==> config.mk <==
export PLATFORM = sky130hd
export DESIGN_NAME = updown_counter
export DESIGN_NICKNAME = d
export VERILOG_FILES = /design/src/rtl/counter_pkg.sv /design/src/rtl/updown_counter_prescaler.sv /design/src/rtl/updown_counter.sv
export SDC_FILE = /design/constraint.sdc
export NUM_CORES = 1
export LEC_CHECK = 0
export BUFFER_PORTS_ARGS = -buffer_cell sky130_fd_sc_hd__clkbuf_2
export CAP_MARGIN = 40
export CORE_UTILIZATION = 51
export DETAILED_ROUTE_END_ITERATION = 12
export PLACE_DENSITY = 0.88
export SLEW_MARGIN = 20
export SYNTH_ARGS = -nofsm -noshare
export SYNTH_HDL_FRONTEND = slang
export SYNTH_SLANG_ARGS = --single-unit
==> constraint.sdc <==
create_clock -name clk -period 2.1 [get_ports clk]
set_input_delay 0.315 -clock clk [delete_from_list [all_inputs] [get_ports clk]]
set_output_delay 0.315 -clock clk [all_outputs]
set_load 0.005 [all_outputs]
==> src/rtl/counter_pkg.sv <==
// Shared encodings for the up/down counter slice: count direction and
// bound-handling mode, plus a helper that maps the integer SATURATE
// parameter onto the mode enum.
package counter_pkg;

    typedef enum logic {
        DOWN = 1'b0,
        UP   = 1'b1
    } dir_e;

    typedef enum logic {
        WRAP = 1'b0,
        SAT  = 1'b1
    } mode_e;

    // Any nonzero SATURATE selects hold-at-bounds behaviour.
    function automatic mode_e mode_of(input int saturate);
        return (saturate != 0) ? SAT : WRAP;
    endfunction

endpackage

==> src/rtl/updown_counter_prescaler.sv <==
// Step prescaler: counts enabled cycles and raises a combinational strobe on
// the enabled cycle that completes a PRESCALE-long group. sync_clr restarts
// the group and suppresses the strobe on that edge.
module step_prescaler #(
    parameter int PRESCALE = 1
) (
    input  logic clk,
    input  logic rstn,
    input  logic en,
    input  logic sync_clr,
    output logic strobe
);

    localparam int              CW   = $clog2(PRESCALE + 1);
    localparam logic [CW-1:0]   LAST = CW'(PRESCALE - 1);

    logic [CW-1:0] cnt;

    // Strobe on the edge that finishes a group, so the count steps on that same edge.
    assign strobe = en && !sync_clr && (cnt == LAST);

    // Group position: cleared by reset/sync_clr, frozen while en is low.
    always_ff @(posedge clk or negedge rstn) begin
        // NOTE: sequential state uses non-blocking assignments so every
        // register samples pre-edge values regardless of block ordering.
        if (!rstn) begin
            cnt <= '0;
        end else if (sync_clr) begin
            cnt <= '0;
        end else if (en) begin
            cnt <= strobe ? '0 : cnt + 1'b1;
        end
    end

endmodule

==> src/rtl/updown_counter.sv <==
// Up/down counter with programmable upper bound, wrap or saturate at the
// bounds, enable prescaler, synchronous clear/load, a one-cycle terminal
// count pulse and a sticky boundary-crossing flag.
module updown_counter
    import counter_pkg::*;
#(
    parameter int              WIDTH    = 8,
    parameter longint unsigned MAX      = (64'd1 << WIDTH) - 64'd1,
    parameter int              SATURATE = 0,
    parameter int              PRESCALE = 1
) (
    input  logic             clk,
    input  logic             rstn,
    input  logic             en,
    input  logic             up_down,
    input  logic             clr,
    input  logic             load,
    input  logic [WIDTH-1:0] load_val,
    input  logic             ovf_clr,
    output logic [WIDTH-1:0] out,
    output logic             tc,
    output logic             ovf
);

    // Illegal parameter sets stop elaboration outright.
    if (WIDTH < 1 || WIDTH > 32) begin : g_bad_width
        $fatal(1, "updown_counter: WIDTH=%0d outside 1..32", WIDTH);
    end
    if (MAX < 64'd1 || MAX > ((64'd1 << WIDTH) - 64'd1)) begin : g_bad_max
        $fatal(1, "updown_counter: MAX=%0d outside 1..2**WIDTH-1", MAX);
    end
    if (PRESCALE < 1 || PRESCALE > 65535) begin : g_bad_prescale
        $fatal(1, "updown_counter: PRESCALE=%0d outside 1..65535", PRESCALE);
    end

    localparam logic [WIDTH-1:0] MAX_V = WIDTH'(MAX);
    localparam mode_e            MODE  = mode_of(SATURATE);

    dir_e             dir;
    logic             step;
    logic             boundary;
    logic [WIDTH-1:0] out_next;

    assign dir = dir_e'(up_down);

    // clr or load restarts the prescale group; both also block its advance.
    step_prescaler #(
        .PRESCALE (PRESCALE)
    ) u_prescaler (
        .clk      (clk),
        .rstn     (rstn),
        .en       (en),
        .sync_clr (clr | load),
        .strobe   (step)
    );

    // Next count by priority clr > load > step > hold, flagging boundary events.
    always_comb begin
        // NOTE: every output of this block gets a default first, so no path
        // leaves a variable unassigned and no latch is inferred.
        out_next = out;
        boundary = 1'b0;
        if (clr) begin
            out_next = '0;
        end else if (load) begin
            out_next = (load_val > MAX_V) ? MAX_V : load_val;
        end else if (step) begin
            if (dir == UP) begin
                if (out >= MAX_V) begin
                    boundary = 1'b1;
                    out_next = (MODE == SAT) ? MAX_V : '0;
                end else begin
                    out_next = out + 1'b1;
                end
            end else begin
                if (out == '0) begin
                    boundary = 1'b1;
                    out_next = (MODE == SAT) ? '0 : MAX_V;
                end else begin
                    out_next = out - 1'b1;
                end
            end
        end
    end

    // Registered count and terminal-count pulse (high the cycle after a boundary event).
    always_ff @(posedge clk or negedge rstn) begin
        if (!rstn) begin
            out <= '0;
            tc  <= 1'b0;
        end else begin
            out <= out_next;
            tc  <= boundary;
        end
    end

    // Sticky boundary flag; a set on the same edge as ovf_clr wins.
    always_ff @(posedge clk or negedge rstn) begin
        if (!rstn) begin
            ovf <= 1'b0;
        end else if (boundary) begin
            ovf <= 1'b1;
        end else if (ovf_clr) begin
            ovf <= 1'b0;
        end
    end

endmodule

# Word-level counts from Yosys, hierarchy flattened
# Cells that the tools add are included.
dict set report op_classes {
  addsub 3
  magnitude_cmp 2
  muxes 18
  bitwise 2
  n_reduce_logical 7
}
# op count
set op_table {}
lappend op_table {{$mux 8} 7}
lappend op_table {{$mux 1} 11}
lappend op_table {{$add 8x1->8 const B} 1}
lappend op_table {{$ge 8x8->1 const B} 1}
lappend op_table {{$gt 8x8->1 const B} 1}
lappend op_table {{$logic_not 8->1} 1}
lappend op_table {{$sub 8x1->8 const B} 1}
lappend op_table {{$reduce_bool 2->1} 2}
lappend op_table {{$reduce_bool 3->1} 1}
lappend op_table {{$logic_and 1x1->1} 2}
lappend op_table {{$add 1x1->1 const B} 1}
lappend op_table {{$logic_not 1->1} 1}
lappend op_table {{$not 1->1} 1}
lappend op_table {{$or 1x1->1} 1}
dict set report word_totals {
  regBits 11
  in_bits 15
  out_inout_bits 10
  elab_cells 36
}

# Longest topological paths before layout
# Gate-level depths: netlist of run 1.
dict set report logic_depth {
  word_depth 8
  depth_mapped 6
  depth_no_buf 6
}

# Hierarchy
# A second synthesis of run 1 with hierarchy kept.
dict set report hier_totals {
  cells_unflattened 119
  area_unflattened_um2 999.7
}
# module instances cells_per_inst area_per_inst_um2 seq_area_each_um2
set modules_own_cells {}
lappend modules_own_cells {updown_counter 1 116 959.7 250.2}
lappend modules_own_cells {step_prescaler 1 3 40.0 25.0}

# Worst setup path after synthesis of run 1
# No wires, ideal clock.
dict set report synth_timing {
  path_type {reg2reg}
  startpoint {reg out[2]}
  endpoint {reg out[5]}
  setup_ps 96
  arrival_ps 1702
  required_time_ps 2004
  setup_slack_ps 303
  path_stages_with_launch 6
  n_path_buf 1
  period_less_slack_ps 1797
  path_cell_list {dfrtp_1 -> buf_6 -> or3_4 -> or4_1 -> and3_1 -> o32ai_2}
}
dict set report synth_via {
  elab_chain_len 6
  elab_cells_between_ends 10
  cone_classes {add/sub (2); order compare (1); mux (6); reduce/logical (1)}
}
# item line
set synth_lines {}
lappend synth_lines {{start: declaration} updown_counter.sv:20} ;# output logic [WIDTH-1:0] out,
lappend synth_lines {{start signal: assignment} updown_counter.sv:92} ;# out <= out_next;
lappend synth_lines {{$sub 8x1->8 (tied with other cells)} updown_counter.sv:80} ;# out_next = out - 1'b1;
lappend synth_lines {{$mux 8 (on tied branches)} {updown_counter.sv:76, updown_counter.sv:69}}
lappend synth_lines {{$mux 8 *} updown_counter.sv:68} ;# if (dir == UP) begin
lappend synth_lines {{$mux 8 *} updown_counter.sv:67} ;# end else if (step) begin
lappend synth_lines {{$mux 8 *} updown_counter.sv:65} ;# end else if (load) begin
lappend synth_lines {{$mux 8 *} updown_counter.sv:63} ;# if (clr) begin
# Mark *: on every way between the ends. The rest lies on a longest branch, timed or not. The select of a mux whose other input is x is not followed.
# A chain may end at the register's enable or synchronous reset.

# Worst setup path after layout of run 1
dict set report layout_timing {
  startpoint {reg out[2]}
  endpoint {reg out[2]}
}
# Same word-level chain as after synthesis.

==> results of run 1 <==
state kept, by name (all words and copies together), names as in the netlist:
name,count
tc,1
out,8
ovf,1
u_prescaler.cnt,1
metal layers:
layer / share of wire / up-vias
met5: 0 / -
met4: 0.028 / 0
met3: 0.076 / 10
met2: 0.47 / 45
met1: 0.42 / 459
li1: - / 465
cells in the mapped netlist (2+ instances only):
cell type / number
xor2_1: 3
or3_1: 3
inv_1: 9
nand4_1: 3
xnor2_1: 4
dfrtp_1: 11
nor2_1: 8
nor2b_1: 3
buf_6: 2
nand3b_1: 2
a221oi_1: 3
and3_1: 2
a21oi_1: 7
a22oi_1: 3
ha_1: 3
buf_2: 2
a221o_1: 2
nor3_1: 4
nand2_1: 5
nand3_1: 4
clkbuf_1: 7
o21ai_0: 4
report_power, final:
group          internal [uW]  switching [uW]  total [uW]  leakage [uW]
Clock                   73.7            79.7         153     0.0000150
Sequential               224            30.8         255      0.000146
Combinational           88.9            95.5         184      0.000352
Total                    387             206         593      0.000513
kinds of logic (layout without fill, tap and decap cells):
kind of cell / after synthesis / in the layout / synth area share
flip-flops: 11 / 11 / 0.287
XOR/XNOR: 7 / 7 / 0.0639
AND/OR/NAND/NOR: 42 / 42 / 0.262
buffers and inverters: 20 / 42 / 0.0965
AO/OA/AOI/OAI: 32 / 32 / 0.252
adder cells (fa/ha/maj): 3 / 3 / 0.0391
path summary, 6_finish.rpt:
| check | end | from |
|---|---|---|
| max reg2reg | out[2] | out[2] |
| max in group asynchronous | out[0] | rstn |
| min reg2reg | ovf | ovf |
| min in group asynchronous | out[5] | rstn |
| max | out[2] | out[2] |
| min | u_prescaler.cnt | en |
metrics by stage:
| stage | hold slack [ns] | area, sq um |
|---|---|---|
| final | 0.216 | 1120 |
| after global routing | 0.208 | 1120 |
| after CTS | 0.206 | 1120 |
| after detailed placement | 0.217 | 1080 |
| after global placement | 0.202 | 1080 |
| after floorplan | 0.0194 | 960 |
final cells by class:
cell class              count  area share
inverters                   9      0.0302
flip-flops and latches     11       0.246
well taps                  25      0.0280
repair buffers             29       0.143
clock buffers               4      0.0235
multi-input cells          84       0.529
worst register-to-register path: cells and delay by family (launching register included):
kind	cells	cell delay (ns)
compound gates	3	0.80
buf+inv	1	0.20
flops	1	0.47
simple gates	1	0.25
==> impl_metrics.csv, run 1 <==
group,metric,value,unit
run_status,status,"complete, no violations",
floorplanning,ios,25,
global_routing,grt_antenna_before_repair,0,
detailed_routing,routed_wl,2.40,mm
clock_tree,clk_path_buf_depth,2,
final_layout,final_cell_mix,"clkbuf_2, dfrtp_1, inv_1",
final_layout,num_antenna_cells,0,
detailed_routing,vias,979,
place,portBuffers,24,
worst_setup_path,reg2reg_slack,0.28,ns
sta,skew,0.0106,ns
power_and_ir_drop,peakVddDrop,383,uV
final_layout,multi_input_area,592,sq um
sta,fin_ws,0.283,ns
worst_setup_path,slowest_stage,"dfrtp_1",
place,dp_cells,157,
global_routing,first_global_vias,822,
worst_setup_path,cp-end-kind,"flop",
floorplanning,initial_core_util,0.550,
final_layout,nets,156,
yosys,ys.flop_type,"dfrtp_1",
run,drv_cap,0,
worst_hold_path,hp-class,"in -> reg",
sta,hold_viol,0,
yosys,synth_area,960,sq um
yosys,synth.net_count,133,
floorplanning,core.rowCount,15,
power_and_ir_drop,power.density,530,nW/um^2
worst_setup_path,cp_num_cells,5,
yosys,ys_ff_latch,11,
sta,post-route-period-util,0.865,
global_routing,grt_usage,0.259,
global_routing,gr-usage-met2,0.409,
clock_tree,cts_setup_buffers,0,
yosys,synth_area_leaders,"dfrtp_1, ha_1, a21oi_1",
sta,slew_viol_final,0,
place,pre_cts_ws,0.300,ns
clock_tree,cts_buffers,3,
power_and_ir_drop,power.total,593,uW
yosys,syn_avg_cell_area,8.34,sq um
sta,max_freq,0.550,GHz
detailed_routing,drt-pass1-iter-count,4,
yosys,yosysWarnings,0,
final_layout,n_fill_cell,158,
final_layout,final_cell_count_no_fill,162,
clock_tree,cts_tree,"done",
worst_setup_path,critPathMaxFanout,7,
yosys,ys_seq_area_frac,0.287,
sta,finalSetupTns,0,ns
global_routing,grt-ovfl-total,0,
detailed_routing,postRouteAntennaNets,0,
worst_setup_path,cp.required,2.28,ns
detailed_routing,first_iter_violations,42,
worst_setup_path,arrival,2.00,ns
clock_tree,ctsHoldBuffers,1,
worst_setup_path,cp.buffers_inverters,1,
yosys,synth.top_cell.area_share,0.287,
sta,maxSlewHeadroom,0.718,
global_routing,met1_usage,0.341,
clock_tree,clock_sinks,11,
sta,rsz0062_at_grt,"no",
yosys,synth_largest_area_cell,"dfrtp_1",
final_layout,drive_gt1_frac,0.270,
worst_setup_path,crit_path_max_incr_delay,0.47,ns
yosys,synth_cell_types,43,
detailed_routing,via_per_inst,6.04,
detailed_routing,drc,0,
detailed_routing,drt-wirelength-per-cell,14.8,um
floorplanning,die_w,45.4,um
place,hpwl,1.76,mm
power_and_ir_drop,leakagePower,0.000513,uW
clock_tree,ctsResizeCount,0,
final_layout,final_common_cell,"clkbuf_2",
sta,timing.final.crit_period,1.82,ns
clock_tree,cts_max_level,1,
final_layout,area.growth.synth_to_final,16.6,%
floorplanning,dieArea,2060,sq um
worst_setup_path,startpoint_type,"flop",
floorplanning,core,1750,sq um
clock_tree,clock_latency,0.28,ns
worst_setup_path,path_delay_family,"compound AO/OA/AOI/OAI gates",
global_routing,grt_max_degree,20,
final_layout,final_core_util,0.641,
worst_setup_path,path_cells,"buf_4, nor4_4, a31oi_2, a221o_1, a221oi_1",
clock_tree,path_clk_slew,0.08,ns
yosys,synth_cells,115,
place,gp_congestion,0.935,
worst_setup_path,criticalPathCategory,"reg -> reg",
floorplanning,die_y,45.4,um
worst_setup_path,reg2reg_depth,5,
global_routing,grt_pass1_wl,3.77,mm
global_routing,busiest_layer,"met2",
yosys,async_flop_share,1.00,
clock_tree,cts_root_buf,"clkbuf_4",
sta,worstMarginPinSlew,0.423,ns
worst_hold_path,hold-path-cell-count,2,
global_routing,grtUsageMet3,0.0476,
yosys,synth_edf_count,0,
sta,setup_viol,0,
final_layout,regArea,275,sq um
Power figures use the tool's default switching activity.
==> run 2: changes to the inputs <==
Settings changed: REMOVE_ABC_BUFFERS set to 1.
==> run 2 against run 1 <==
Effect of this change: count of clock-buffer cells in the layout is the same; wire length grew 2.5%; highest routed layer unchanged; register-to-register slack lost 0.03 ns; final cell count shrank 0.62%; global-route usage grew 0.95 points; flip-flop and latch count is the same; clock skew grew 0.0035 ns; worst setup slack lost 0.028 ns; sequential power is essentially flat.
==> impl_metrics.csv, run 2 (synthesized netlist as in run 1, its figures left out) <==
group,metric,value,unit
worst_setup_path,path_cells,"ha_1, nand3_1, or3_1, a21oi_1, a21o_1",
detailed_routing,routed_wl,2.46,mm
final_layout,multi_input_area,592,sq um
detailed_routing,drc,0,
final_layout,final_common_cell,"clkbuf_2",
sta,post-route-period-util,0.879,
place,gp_congestion,0.909,
worst_setup_path,critPathMaxFanout,9,
detailed_routing,via_per_inst,6.17,
sta,finalSetupTns,0,ns
worst_setup_path,cp.required,2.33,ns
final_layout,drive_gt1_frac,0.265,
place,hpwl,1.72,mm
floorplanning,core,1750,sq um
run_status,status,"complete, no violations",
power_and_ir_drop,peakVddDrop,380,uV
clock_tree,cts_max_level,1,
worst_setup_path,criticalPathCategory,"reg -> reg",
place,portBuffers,24,
floorplanning,dieArea,2060,sq um
global_routing,grt_pass1_wl,4.01,mm
clock_tree,cts_tree,"done",
clock_tree,path_clk_slew,0.09,ns
clock_tree,clock_latency,0.29,ns
clock_tree,clock_sinks,11,
detailed_routing,drt-wirelength-per-cell,15.3,um
worst_hold_path,hp-class,"in -> reg",
final_layout,final_cell_mix,"clkbuf_2, dfrtp_1, inv_1",
global_routing,grt-ovfl-total,0,
floorplanning,ios,25,
worst_setup_path,arrival,2.08,ns
final_layout,largest_reg_flops,8,
run,drv_cap,0,
worst_setup_path,cp-end-kind,"flop",
sta,rsz0062_at_grt,"no",
worst_setup_path,crit_path_max_incr_delay,0.50,ns
power_and_ir_drop,leakagePower,0.000508,uW
detailed_routing,vias,993,
sta,max_freq,0.542,GHz
clock_tree,cts_buffers,3,
final_layout,area.growth.synth_to_final,15.8,%
clock_tree,clk_path_buf_depth,2,
floorplanning,die_w,45.4,um
sta,maxSlewHeadroom,0.728,
floorplanning,die_y,45.4,um
sta,slew_viol_final,0,
sta,skew,0.0141,ns
final_layout,regArea,275,sq um
worst_setup_path,slowest_stage,"dfrtp_1",
final_layout,n_fill_cell,168,
sta,setup_viol,0,
sta,timing.final.crit_period,1.84,ns
clock_tree,cts_setup_buffers,0,
global_routing,grt_antenna_before_repair,0,
power_and_ir_drop,power.density,535,nW/um^2
worst_setup_path,startpoint_type,"flop",
final_layout,nets,155,
sta,hold_viol,0,
global_routing,grt_max_degree,20,
detailed_routing,postRouteAntennaNets,0,
global_routing,grt_usage,0.268,
sta,worstMarginPinSlew,0.406,ns
detailed_routing,drt-pass1-iter-count,5,
global_routing,first_global_vias,870,
power_and_ir_drop,power.total,595,uW
floorplanning,core.rowCount,15,
final_layout,num_antenna_cells,0,
detailed_routing,first_iter_violations,54,
floorplanning,initial_core_util,0.550,
clock_tree,cts_root_buf,"clkbuf_4",
final_layout,top_register,"out",
run 2: routing by layer:
| metal | wire length [um] | track usage | up-vias |
|---|---|---|---|
| met5 | 0 | 0 | - |
| met4 | 53 | 0.127 | 0 |
| met3 | 219 | 0.0238 | 9 |
| met2 | 1170 | 0.414 | 70 |
| met1 | 1020 | 0.373 | 449 |
| li1 | - | - | 465 |
run 2: area by class of cell:
type / count / share of cell area
Multi-Input combinational cell: 84 / 0.533
Inverter: 9 / 0.0304
Sequential cell: 11 / 0.248
Clock buffer: 4 / 0.0236
Timing Repair Buffer: 28 / 0.137
Tap cell: 25 / 0.0282
run 2: worst paths after layout:
check / startpoint / endpoint / slack [ns] / depth (start not counted)
max: out[0] / ovf / 0.26 / 5
min: en / u_prescaler.cnt / 0.21 / 2
max reg2reg: out[0] / ovf / 0.26 / 5
min reg2reg: ovf / ovf / 0.49 / 1
max in group asynchronous: rstn / out[5] / 1.41 / 2
min in group asynchronous: rstn / out[3] / 0.44 / 2
run 2: critical path: cells and delay by family (launching register included):
family	cells	cell delay [ns]
compound gates	2	0.41
fa+ha+maj	1	0.27
flops	1	0.50
simple gates	2	0.62
run 2: repair_timing:
action | CTS | global route
gates resized for setup | 0 | 0
hold buffers | 1 | 0
hold endpoints to repair | 11 | 0
run 2: report_power, final:
part	switching, uW	internal, uW	leakage, uW
Combinational	95.6	87.2	0.000347
Clock	82.3	73.8	0.0000150
Sequential	31.6	224	0.000146
run 2: per-stage QoR:
stage,hold slack (ns),cells,utilization,area [sq um],setup WS [ns]
2_1_floorplan,0.0194,104,-,901,0.293
3_3_place_gp,0.207,156,0.616,1070,0.377
3_5_place_dp,0.213,156,0.616,1070,0.313
4_1_cts,0.214,161,0.637,1110,0.283
5_1_grt,0.217,161,0.637,1110,0.149
6_report,0.207,161,0.637,1110,0.255
